[config.mk]
export PLATFORM = sky130hd
export DESIGN_NAME = jt10_adpcm_rom_arb
export DESIGN_NICKNAME = d
export VERILOG_FILES = /design/src/rtl/jt10_adpcm_rom_arb.sv
export SDC_FILE = /design/constraint.sdc
export NUM_CORES = 1
export LEC_CHECK = 0
export ABC_AREA = 1
export CORE_MARGIN = 10
export CORE_UTILIZATION = 50
export CTS_CLUSTER_DIAMETER = 120
export DETAILED_ROUTE_END_ITERATION = 10
export PLACE_DENSITY = 0.81
export SYNTH_ARGS = -nofsm -noshare
export SYNTH_HDL_FRONTEND = slang
export SYNTH_SLANG_ARGS = --single-unit
[constraint.sdc]
create_clock -name clk -period 1.9 [get_ports clk]
set_input_delay 0.38 -clock clk [delete_from_list [all_inputs] [get_ports clk]]
set_output_delay 0.38 -clock clk [all_outputs]
set_load 0.01 [all_outputs]
[src/rtl/jt10_adpcm_rom_arb.sv]
// rtl/jt10_adpcm_rom_arb.sv - ADPCM-A/ADPCM-B sample ROM arbiter with one-entry caches
module jt10_adpcm_rom_arb #(
  parameter int BWAIT = 4,
  parameter int AW_A  = 20,
  parameter int AW_B  = 24
) (
  input  logic            rst_n,
  input  logic            clk,
  input  logic            a_req,
  input  logic [AW_A-1:0] a_addr,
  output logic [7:0]      a_data,
  output logic            a_ok,
  input  logic            b_req,
  input  logic [AW_B-1:0] b_addr,
  output logic [7:0]      b_data,
  output logic            b_ok,
  input  logic            b_flush,
  output logic [23:0]     rom_addr,
  output logic            rom_cs,
  input  logic [7:0]      rom_data,
  input  logic            rom_ok
);

  typedef enum logic [1:0] {
    IDLE   = 2'd0,
    SETTLE = 2'd1,
    WAIT   = 2'd2
  } state_t;

  state_t state, state_nx;

  // Latched requests
  logic            pend_a, pend_b;
  logic [AW_A-1:0] a_lat;
  logic [AW_B-1:0] b_lat;

  // One-entry caches: tag, data byte, valid
  logic [AW_A-1:0] a_tag;
  logic [AW_B-1:0] b_tag;
  logic [7:0]      a_cdata, b_cdata;
  logic            a_valid, b_valid;

  // Current ROM access owner: 0 = A, 1 = B
  logic            owner_b;
  logic [3:0]      starve_cnt;

  logic grant_a, grant_b;
  logic rom_done, a_fill, b_fill;
  logic a_tag_match, b_tag_match;
  logic a_hit, a_miss, b_live, b_hit, b_miss;
  logic starve_full;

  assign rom_done    = (state == WAIT) && rom_ok;
  assign a_fill      = rom_done && !owner_b;
  assign b_fill      = rom_done && owner_b;
  assign starve_full = (starve_cnt == 4'(BWAIT));

  // A hit is held off while the same side's fill lands so both never pulse
  // a_ok together; the request is re-evaluated against the new tag next cycle.
  assign a_tag_match = a_valid && (a_tag == a_lat);
  assign a_hit       = pend_a && a_tag_match && !a_fill;
  assign a_miss      = pend_a && !a_tag_match;

  // b_flush drops the pending B request for this cycle
  assign b_live      = pend_b && !b_flush;
  assign b_tag_match = b_valid && (b_tag == b_lat);
  assign b_hit       = b_live && b_tag_match && !b_fill;
  assign b_miss      = b_live && !b_tag_match;

  // State register
  always_ff @(posedge clk or negedge rst_n) begin
    if (!rst_n) state <= IDLE;
    else        state <= state_nx;
  end

  // Next state and grant decision: A first unless B has waited BWAIT grants
  always_comb begin
    state_nx = state;
    grant_a  = 1'b0;
    grant_b  = 1'b0;
    case (state)
      IDLE: begin
        if (b_miss && (!a_miss || starve_full)) begin
          grant_b  = 1'b1;
          state_nx = SETTLE;
        end else if (a_miss) begin
          grant_a  = 1'b1;
          state_nx = SETTLE;
        end
      end
      SETTLE:  state_nx = WAIT;
      WAIT:    if (rom_ok) state_nx = IDLE;
      default: state_nx = IDLE;
    endcase
  end

  // ROM port drive and access ownership
  always_ff @(posedge clk or negedge rst_n) begin
    if (!rst_n) begin
      rom_addr <= '0;
      rom_cs   <= 1'b0;
      owner_b  <= 1'b0;
    end else begin
      if (grant_a) begin
        rom_addr <= 24'(a_lat);
        rom_cs   <= 1'b1;
        owner_b  <= 1'b0;
      end else if (grant_b) begin
        rom_addr <= 24'(b_lat);
        rom_cs   <= 1'b1;
        owner_b  <= 1'b1;
      end else if (rom_done) begin
        rom_cs   <= 1'b0;
      end
    end
  end

  // B starvation counter: counts A grants while B waits, saturating
  always_ff @(posedge clk or negedge rst_n) begin
    if (!rst_n)                       starve_cnt <= '0;
    else if (grant_b || !pend_b)      starve_cnt <= '0;
    else if (grant_a && !starve_full) starve_cnt <= starve_cnt + 4'd1;
  end

  // A side: request latch, cache and response
  always_ff @(posedge clk or negedge rst_n) begin
    if (!rst_n) begin
      pend_a  <= 1'b0;
      a_lat   <= '0;
      a_tag   <= '0;
      a_cdata <= '0;
      a_valid <= 1'b0;
      a_data  <= '0;
      a_ok    <= 1'b0;
    end else begin
      if (a_req) begin
        pend_a <= 1'b1;
        a_lat  <= a_addr;
      end else if (a_hit || grant_a) begin
        pend_a <= 1'b0;
      end
      a_ok <= a_hit || a_fill;
      if (a_fill) begin
        a_data  <= rom_data;
        a_cdata <= rom_data;
        a_tag   <= rom_addr[AW_A-1:0];
        a_valid <= 1'b1;
      end else if (a_hit) begin
        a_data  <= a_cdata;
      end
    end
  end

  // B side: request latch, flushable cache and response
  always_ff @(posedge clk or negedge rst_n) begin
    if (!rst_n) begin
      pend_b  <= 1'b0;
      b_lat   <= '0;
      b_tag   <= '0;
      b_cdata <= '0;
      b_valid <= 1'b0;
      b_data  <= '0;
      b_ok    <= 1'b0;
    end else begin
      if (b_req) begin
        pend_b <= 1'b1;
        b_lat  <= b_addr;
      end else if (b_flush || b_hit || grant_b) begin
        pend_b <= 1'b0;
      end
      b_ok <= b_hit || b_fill;
      if (b_fill) begin
        b_data  <= rom_data;
        b_cdata <= rom_data;
        b_tag   <= rom_addr[AW_B-1:0];
      end else if (b_hit) begin
        b_data  <= b_cdata;
      end
      if (b_flush)     b_valid <= 1'b0;
      else if (b_fill) b_valid <= 1'b1;
    end
  end

endmodule

Word-level counts from Yosys, hierarchy flattened
Index checks and enable logic that the tools add are counted.

cells by class
  add/subtract/negate cells = 1
  equal/unequal tests = 7
  multiplexer cells = 28
  reductions and logical operators = 40

operators by type and width
  cell                                                  number
  2-to-1 mux 24 bit                                     2
  2-to-1 mux 8 bit                                      4
  equality test 24 bit                                  1
  equality test 20 bit                                  1
  2-to-1 mux 1 bit                                      16
  logical AND 1 bit                                     14
  nonzero test 2 bit                                    7
  logical NOT 1 bit                                     9
  2-to-1 mux 4 bit                                      2
  logical OR 1 bit                                      7
  2-to-1 mux 2 bit                                      3
  case mux 2 bit (3 select lines)                       1
  adder 4 x 1 -> 4 bit (second input constant)          1
  equality test 4 x 3 -> 1 bit (second input constant)  1
  != test 3 bit (second input constant)                 1
  nonzero test 3 bit                                    1
  equality test 2 x 1 -> 1 bit (second input constant)  1
  equality test 2 bit (second input constant)           1
  logical NOT 2 bit                                     1
  != test 2 bit (second input constant)                 1
  AND reduction 2 bit                                   1

storage, ports and cells
  flip-flop bits (word level) = 158
  input port bits = 58
  word-level logic and storage cells = 95

Longest topological paths before layout
  depth in word-level cells = 12
  mapped depth = 14

Least setup slack after synthesis
OpenSTA, ideal clock, no wires.

  kind = flip-flop to flip-flop
  from = register b_lat[16]
  to = register rom_addr[10]
  setup time = 117 ps
  arrival time = 1,381 ps
  slack = 401 ps
  cell stages (with the launch flop) = 11
  buffers on the path = 1
  path through = dfrtp_1 -> xor2_1 -> nor2_1 -> nand2_1 -> nor2_2 -> nand3_4 -> nand3_4 -> buf_2 -> nand3_1 -> nand3_1 -> nand2_1

on the way
  word-level cells in the longest chain between the ends = 8
  elaborated cells on any way between the ends = 11

RTL lines
  element                                                  line  source
  start: declaration                                       35    logic [AW_B-1:0] b_lat;
  start signal: assignment                                 167   b_lat <= b_addr;
  equality test 24 bit *                                   66    assign b_tag_match = b_valid && (b_tag == b_lat);
  logical AND 1 bit *                                      66
  logical NOT 1 bit *                                      68    assign b_miss = b_live && !b_tag_match;
  logical AND 1 bit *                                      68
  logical AND 1 bit *                                      83    if (b_miss && (!a_miss || starve_full)) begin
  2-to-1 mux 1 bit                                         83
  2-to-1 mux 1 bit                                         81    case (state)
  2-to-1 mux 24 bit or nonzero test 2 bit (tied branches)  -
  end signal: assignment                                   105   rom_addr <= 24'(a_lat);
  end signal: assignment                                   109   rom_addr <= 24'(b_lat);
  end: declaration                                         18    output logic [23:0] rom_addr,

Mark *: on every way between the ends. The rest lies on a longest branch, timed or not.
A chain may end at the register's enable or synchronous reset.

Worst setup path after layout
  from = register b_tag[8]
  to = register rom_addr[1]

on the way
  word-level cells in the longest chain between the ends = 8
  elaborated cells on any way between the ends = 11

RTL lines
  element                                                  line  source
  start: declaration                                       39    logic [AW_B-1:0] b_tag;
  start signal: assignment                                 175   b_tag <= rom_addr[AW_B-1:0];
  equality test 24 bit *                                   66
  logical AND 1 bit *                                      66
  logical NOT 1 bit *                                      68
  logical AND 1 bit *                                      68
  logical AND 1 bit *                                      83
  2-to-1 mux 1 bit                                         83
  2-to-1 mux 1 bit                                         81
  2-to-1 mux 24 bit or nonzero test 2 bit (tied branches)  -

Marked as above.

==> results.md <==
Run status:
- The flow ran to the end, and the final reports show no timing, DRC or antenna violations.

Synthesis:
- The cell area after synthesis is 7202 sq um.
- The synthesized design contains 158 register bits.
- During synthesis, Yosys emitted a total of 0 warnings.
- Counting every instance in the synthesized netlist gives 867.
- The sequential-to-total area share from yosys stat is 54.90%.
- After synthesis, the netlist uses 32 different library cells.
- Summed over all instances, the cell type with the most area after synthesis is sky130_fd_sc_hd__dfrtp_1.
- A synthesized cell averages 8.307 sq um.
- After synthesis, the cell types taking the most area are sky130_fd_sc_hd__dfrtp_1 (55%), sky130_fd_sc_hd__nand2_1 (14%), sky130_fd_sc_hd__o21ai_0 (9.0%).
- The share of synthesized area in the top cell type comes to 54.90%.
- The synthesized net count is 927.

Layout:
- Once layout is complete, the utilization of the core stands at 66.49%.
- Compared with the post-synthesis result, the final layout area differs by 29.15%.
- The number of antenna diodes in the final layout is 0.
- The number of nets in the layout is 1044.
- Once layout is complete, the cells apart from fillers number 1177.
- The share of cells above drive strength 1 is 11.74%.

Critical path:
- The critical path endpoint category is a register.
- The largest fanout of any net on the critical path is 20.
- Data on the critical path is required at its endpoint by 2.21 ns.
- The critical path is of the register to register type.
- The launching element type of the critical path is a register.
- The data arrival time of the critical path is 2.10 ns.

Die:
- The overall die width is 140.0 um.
- The placeable core region is 13990 sq um.
- The overall die area is 19600 sq um.
- From bottom edge to top edge, the die measures 140.0 um.
- The number of primary I/O pins is 101.
- After floorplanning, the core was divided into 43 placement rows.
- The starting utilization of the core area is 51.48%.

STA:
- The measured slew at the worst slew-check pin is 0.4460 ns.
- The final worst clock skew is 0.007376 ns.
- The worst hold margin is 0.4178 ns.
- Setup repair after global routing could not meet its margin everywhere.
- The shortest period the worst path allows is 1.789 ns.
- Setup violations remaining at the end of the flow were counted as 0.
- The count of pins over their slew limit is 0.
- The post-route fraction of the period consumed by the critical path is 94.18%.
- The number of endpoints with negative hold slack in the final report is 0.
- Measured against its own limit, the worst slew margin works out to 70.16%.
- For this run, the top clock speed supported by timing is 558.8 MHz.

Drt:
- The starting DRC count in detailed routing is 402.
- The final antenna-violating net count is 0.
- The detailed-route wire length is 18.76 mm.
- After detailed routing, the average wire length per cell comes to 15.94 um.
- Detailed routing inserted a total of 6026 vias.
- The detailed-route vias per instance is 5.120.
- The first detailed-routing pass took 5 iterations.
- For this run, design rule violations remaining after detail routing come to 0.

Clock tree:
- Buffers inserted during clock tree synthesis total 17.
- The library cell used as clock root buffer is sky130_fd_sc_hd__clkbuf_16.
- The maximum buffer depth of the clock tree is 2.
- TritonCTS built the clock tree.
- At the later pin of the worst-skew pair, clock insertion delay measures 0.43 ns.
- The H-tree depth reported by CTS is 4.
- After clock tree synthesis, the clock-pin slew on the worst setup and hold paths is 0.06 ns.
- For this design, the sink count on the clock tree is 158.

Place:
- Counting tap cells, the placed design contains a total of 1140 instances.
- Routability-driven placement finished with a final weighted congestion of 0.8303.
- The placed wire-length estimate is 12.68 mm.
- The number of input and output port buffers inserted is 100.

Job:
- The total of max-cap violations is 0.

Global routing:
- The via count of the first global-routing pass was 6068.
- Across every metal layer, demand over resource in global routing totals 19.20%.
- For this run the aggregate overflow at the end of global routing stands at 0.
- The number of antenna violations at the first check in global routing is 1.
- The first-pass GRT wire length is 30.58 mm.
- Entering global routing, the biggest net connects 58 pins.

Power:
- The design draws 14060 uW.
- VDD sags by at most 0.0008833 V.
- Summed over all cells, the static leakage comes to 0.004581 uW.
- Dividing total power by cell area gives a power density of 1512 nW/um^2.

Worst hold path:
- The worst hold path belongs to the class input port to asynchronous set/reset pin.
[cells in the final DEF, fill, tap and decap left out, types with 2 or more instances in the layout]
master / count
sky130_fd_sc_hd__o22ai_2: 4
sky130_fd_sc_hd__o21ai_0: 129
sky130_fd_sc_hd__xor2_1: 6
sky130_fd_sc_hd__bufinv_16: 5
sky130_fd_sc_hd__nor2_1: 26
sky130_fd_sc_hd__nand2_1: 273
sky130_fd_sc_hd__clkbuf_16: 17
sky130_fd_sc_hd__o21ai_4: 2
sky130_fd_sc_hd__a21o_1: 2
sky130_fd_sc_hd__inv_2: 13
sky130_fd_sc_hd__nand3_1: 47
sky130_fd_sc_hd__a21oi_1: 4
sky130_fd_sc_hd__ha_1: 2
sky130_fd_sc_hd__xnor2_1: 2
sky130_fd_sc_hd__clkinvlp_4: 3
sky130_fd_sc_hd__buf_12: 13
sky130_fd_sc_hd__clkbuf_1: 2
sky130_fd_sc_hd__inv_1: 122
sky130_fd_sc_hd__clkdlybuf4s50_1: 99
sky130_fd_sc_hd__buf_6: 2
sky130_fd_sc_hd__clkbuf_8: 2
sky130_fd_sc_hd__nand2_2: 14
sky130_fd_sc_hd__nand3_4: 4
sky130_fd_sc_hd__o21ai_1: 4
sky130_fd_sc_hd__nor2_2: 10
sky130_fd_sc_hd__dfrtp_1: 158
sky130_fd_sc_hd__clkinv_2: 3
sky130_fd_sc_hd__buf_4: 17
sky130_fd_sc_hd__nand2_4: 3
[final cells by class]
cell class	count	area (sq um)
Clock inverter	11	187.7
Clock buffer	21	460.4
Multi-Input combinational cell	539	2550
Fill cell	1062	4687
Timing Repair Buffer	132	1411
Tap cell	180	225.2
Sequential cell	158	3954
Inverter	136	513.0
[metrics by stage]
step | TNS [ns] | setup WS (ns) | instance area (sq um)
finish | 0 | 0.1106 | 9301
global route | -0.05713 | -0.03179 | 9301
CTS | 0 | 0.04723 | 9206
detailed placement | -0.9373 | -0.1473 | 8548
global placement | -0.06937 | -0.01168 | 8548
floorplan | 0 | 0.4013 | 7202
[power breakdown]
part | switching, uW | internal, uW
logic | 2870 | 2210
clock network | 1330 | 2390
registers | 797 | 4470
[synthesized netlist by cell type]
master	instances
sky130_fd_sc_hd__nand2_1	277
sky130_fd_sc_hd__buf_4	1
sky130_fd_sc_hd__ha_1	2
sky130_fd_sc_hd__nand2_4	3
sky130_fd_sc_hd__inv_2	7
sky130_fd_sc_hd__o21ai_4	2
sky130_fd_sc_hd__nand4_1	1
sky130_fd_sc_hd__xor2_1	6
sky130_fd_sc_hd__a21o_1	2
sky130_fd_sc_hd__nand3_2	1
sky130_fd_sc_hd__o21ai_0	129
sky130_fd_sc_hd__xnor2_1	2
sky130_fd_sc_hd__nor2_4	1
sky130_fd_sc_hd__buf_2	3
sky130_fd_sc_hd__inv_4	1
sky130_fd_sc_hd__o22ai_2	4
sky130_fd_sc_hd__nor2_1	31
sky130_fd_sc_hd__nor2_2	5
sky130_fd_sc_hd__inv_1	128
sky130_fd_sc_hd__o21ai_1	5
sky130_fd_sc_hd__buf_6	8
sky130_fd_sc_hd__buf_1	2
sky130_fd_sc_hd__nand2_2	10
sky130_fd_sc_hd__nor3_2	1
sky130_fd_sc_hd__buf_12	1
sky130_fd_sc_hd__o21bai_1	1
sky130_fd_sc_hd__or2_0	1
sky130_fd_sc_hd__nand3_4	4
sky130_fd_sc_hd__nand3_1	47
sky130_fd_sc_hd__clkbuf_1	19
sky130_fd_sc_hd__a21oi_1	4
sky130_fd_sc_hd__dfrtp_1	158
[worst max-delay path, stage by stage (launching register included)]
cell and delay, ns:
sky130_fd_sc_hd__dfrtp_1 0.40, sky130_fd_sc_hd__xor2_1 0.20, sky130_fd_sc_hd__nor2_2 0.14, sky130_fd_sc_hd__nand2_1 0.10, sky130_fd_sc_hd__nor2_2 0.14, sky130_fd_sc_hd__nand3_4 0.13, sky130_fd_sc_hd__nand3_4 0.11, sky130_fd_sc_hd__buf_12 0.18
sky130_fd_sc_hd__nand3_1 0.11, sky130_fd_sc_hd__nand3_1 0.11, sky130_fd_sc_hd__nand2_1 0.05
[registers in the layout (all words and copies together) (netlist names)]
register    cells
starve_cnt      4
rom_addr       24
rom_cs          1
a_data          8
pend_b          1
b_data          8
b_ok            1
a_lat          20
a_valid         1
b_tag          24
b_cdata         8
b_lat          24
owner_b         1
b_valid         1
state           2
a_tag          20
a_cdata         8
a_ok            1
pend_a          1
[cell families after synthesis]
group	share of synthesized area, %
adders and majority gates	0.3474
buffers and inverters	10.06
xor gates and xnor gates	0.9729
DFF	54.90
AOI/OAI and AO/OA	11.05
and+or+nand+nor	22.67
[timing repair]
action | CTS | global route
gates resized for setup | 0 | 16
hold buffers | 1 | 0
hold endpoints to repair | 36 | 0
setup endpoints to repair | 0 | 39
setup buffers | 0 | 4
[routing by layer]
layer  vias up  share of wire (%)  track usage [%]
met2       211                 48            30.56
met4         2                2.0            6.359
met5         -              0.037                0
met1      2866                 42            23.77
li1       2912                  -                -
met3        35                7.7            6.829
[final timing paths]
path,start,to,slack [ns],cells past startpoint
hold reg to reg,a_valid,a_valid,0.47,2
setup / recovery,b_tag[8],rom_addr[1],0.11,10
setup reg to reg,b_tag[8],rom_addr[1],0.11,10
max in group asynchronous,rst_n,a_lat[17],0.86,3
min in group clk,a_valid,a_valid,0.47,2
hold / removal,rst_n,b_lat[23],0.42,2
Note: power is estimated with default switching activity, not from simulation.
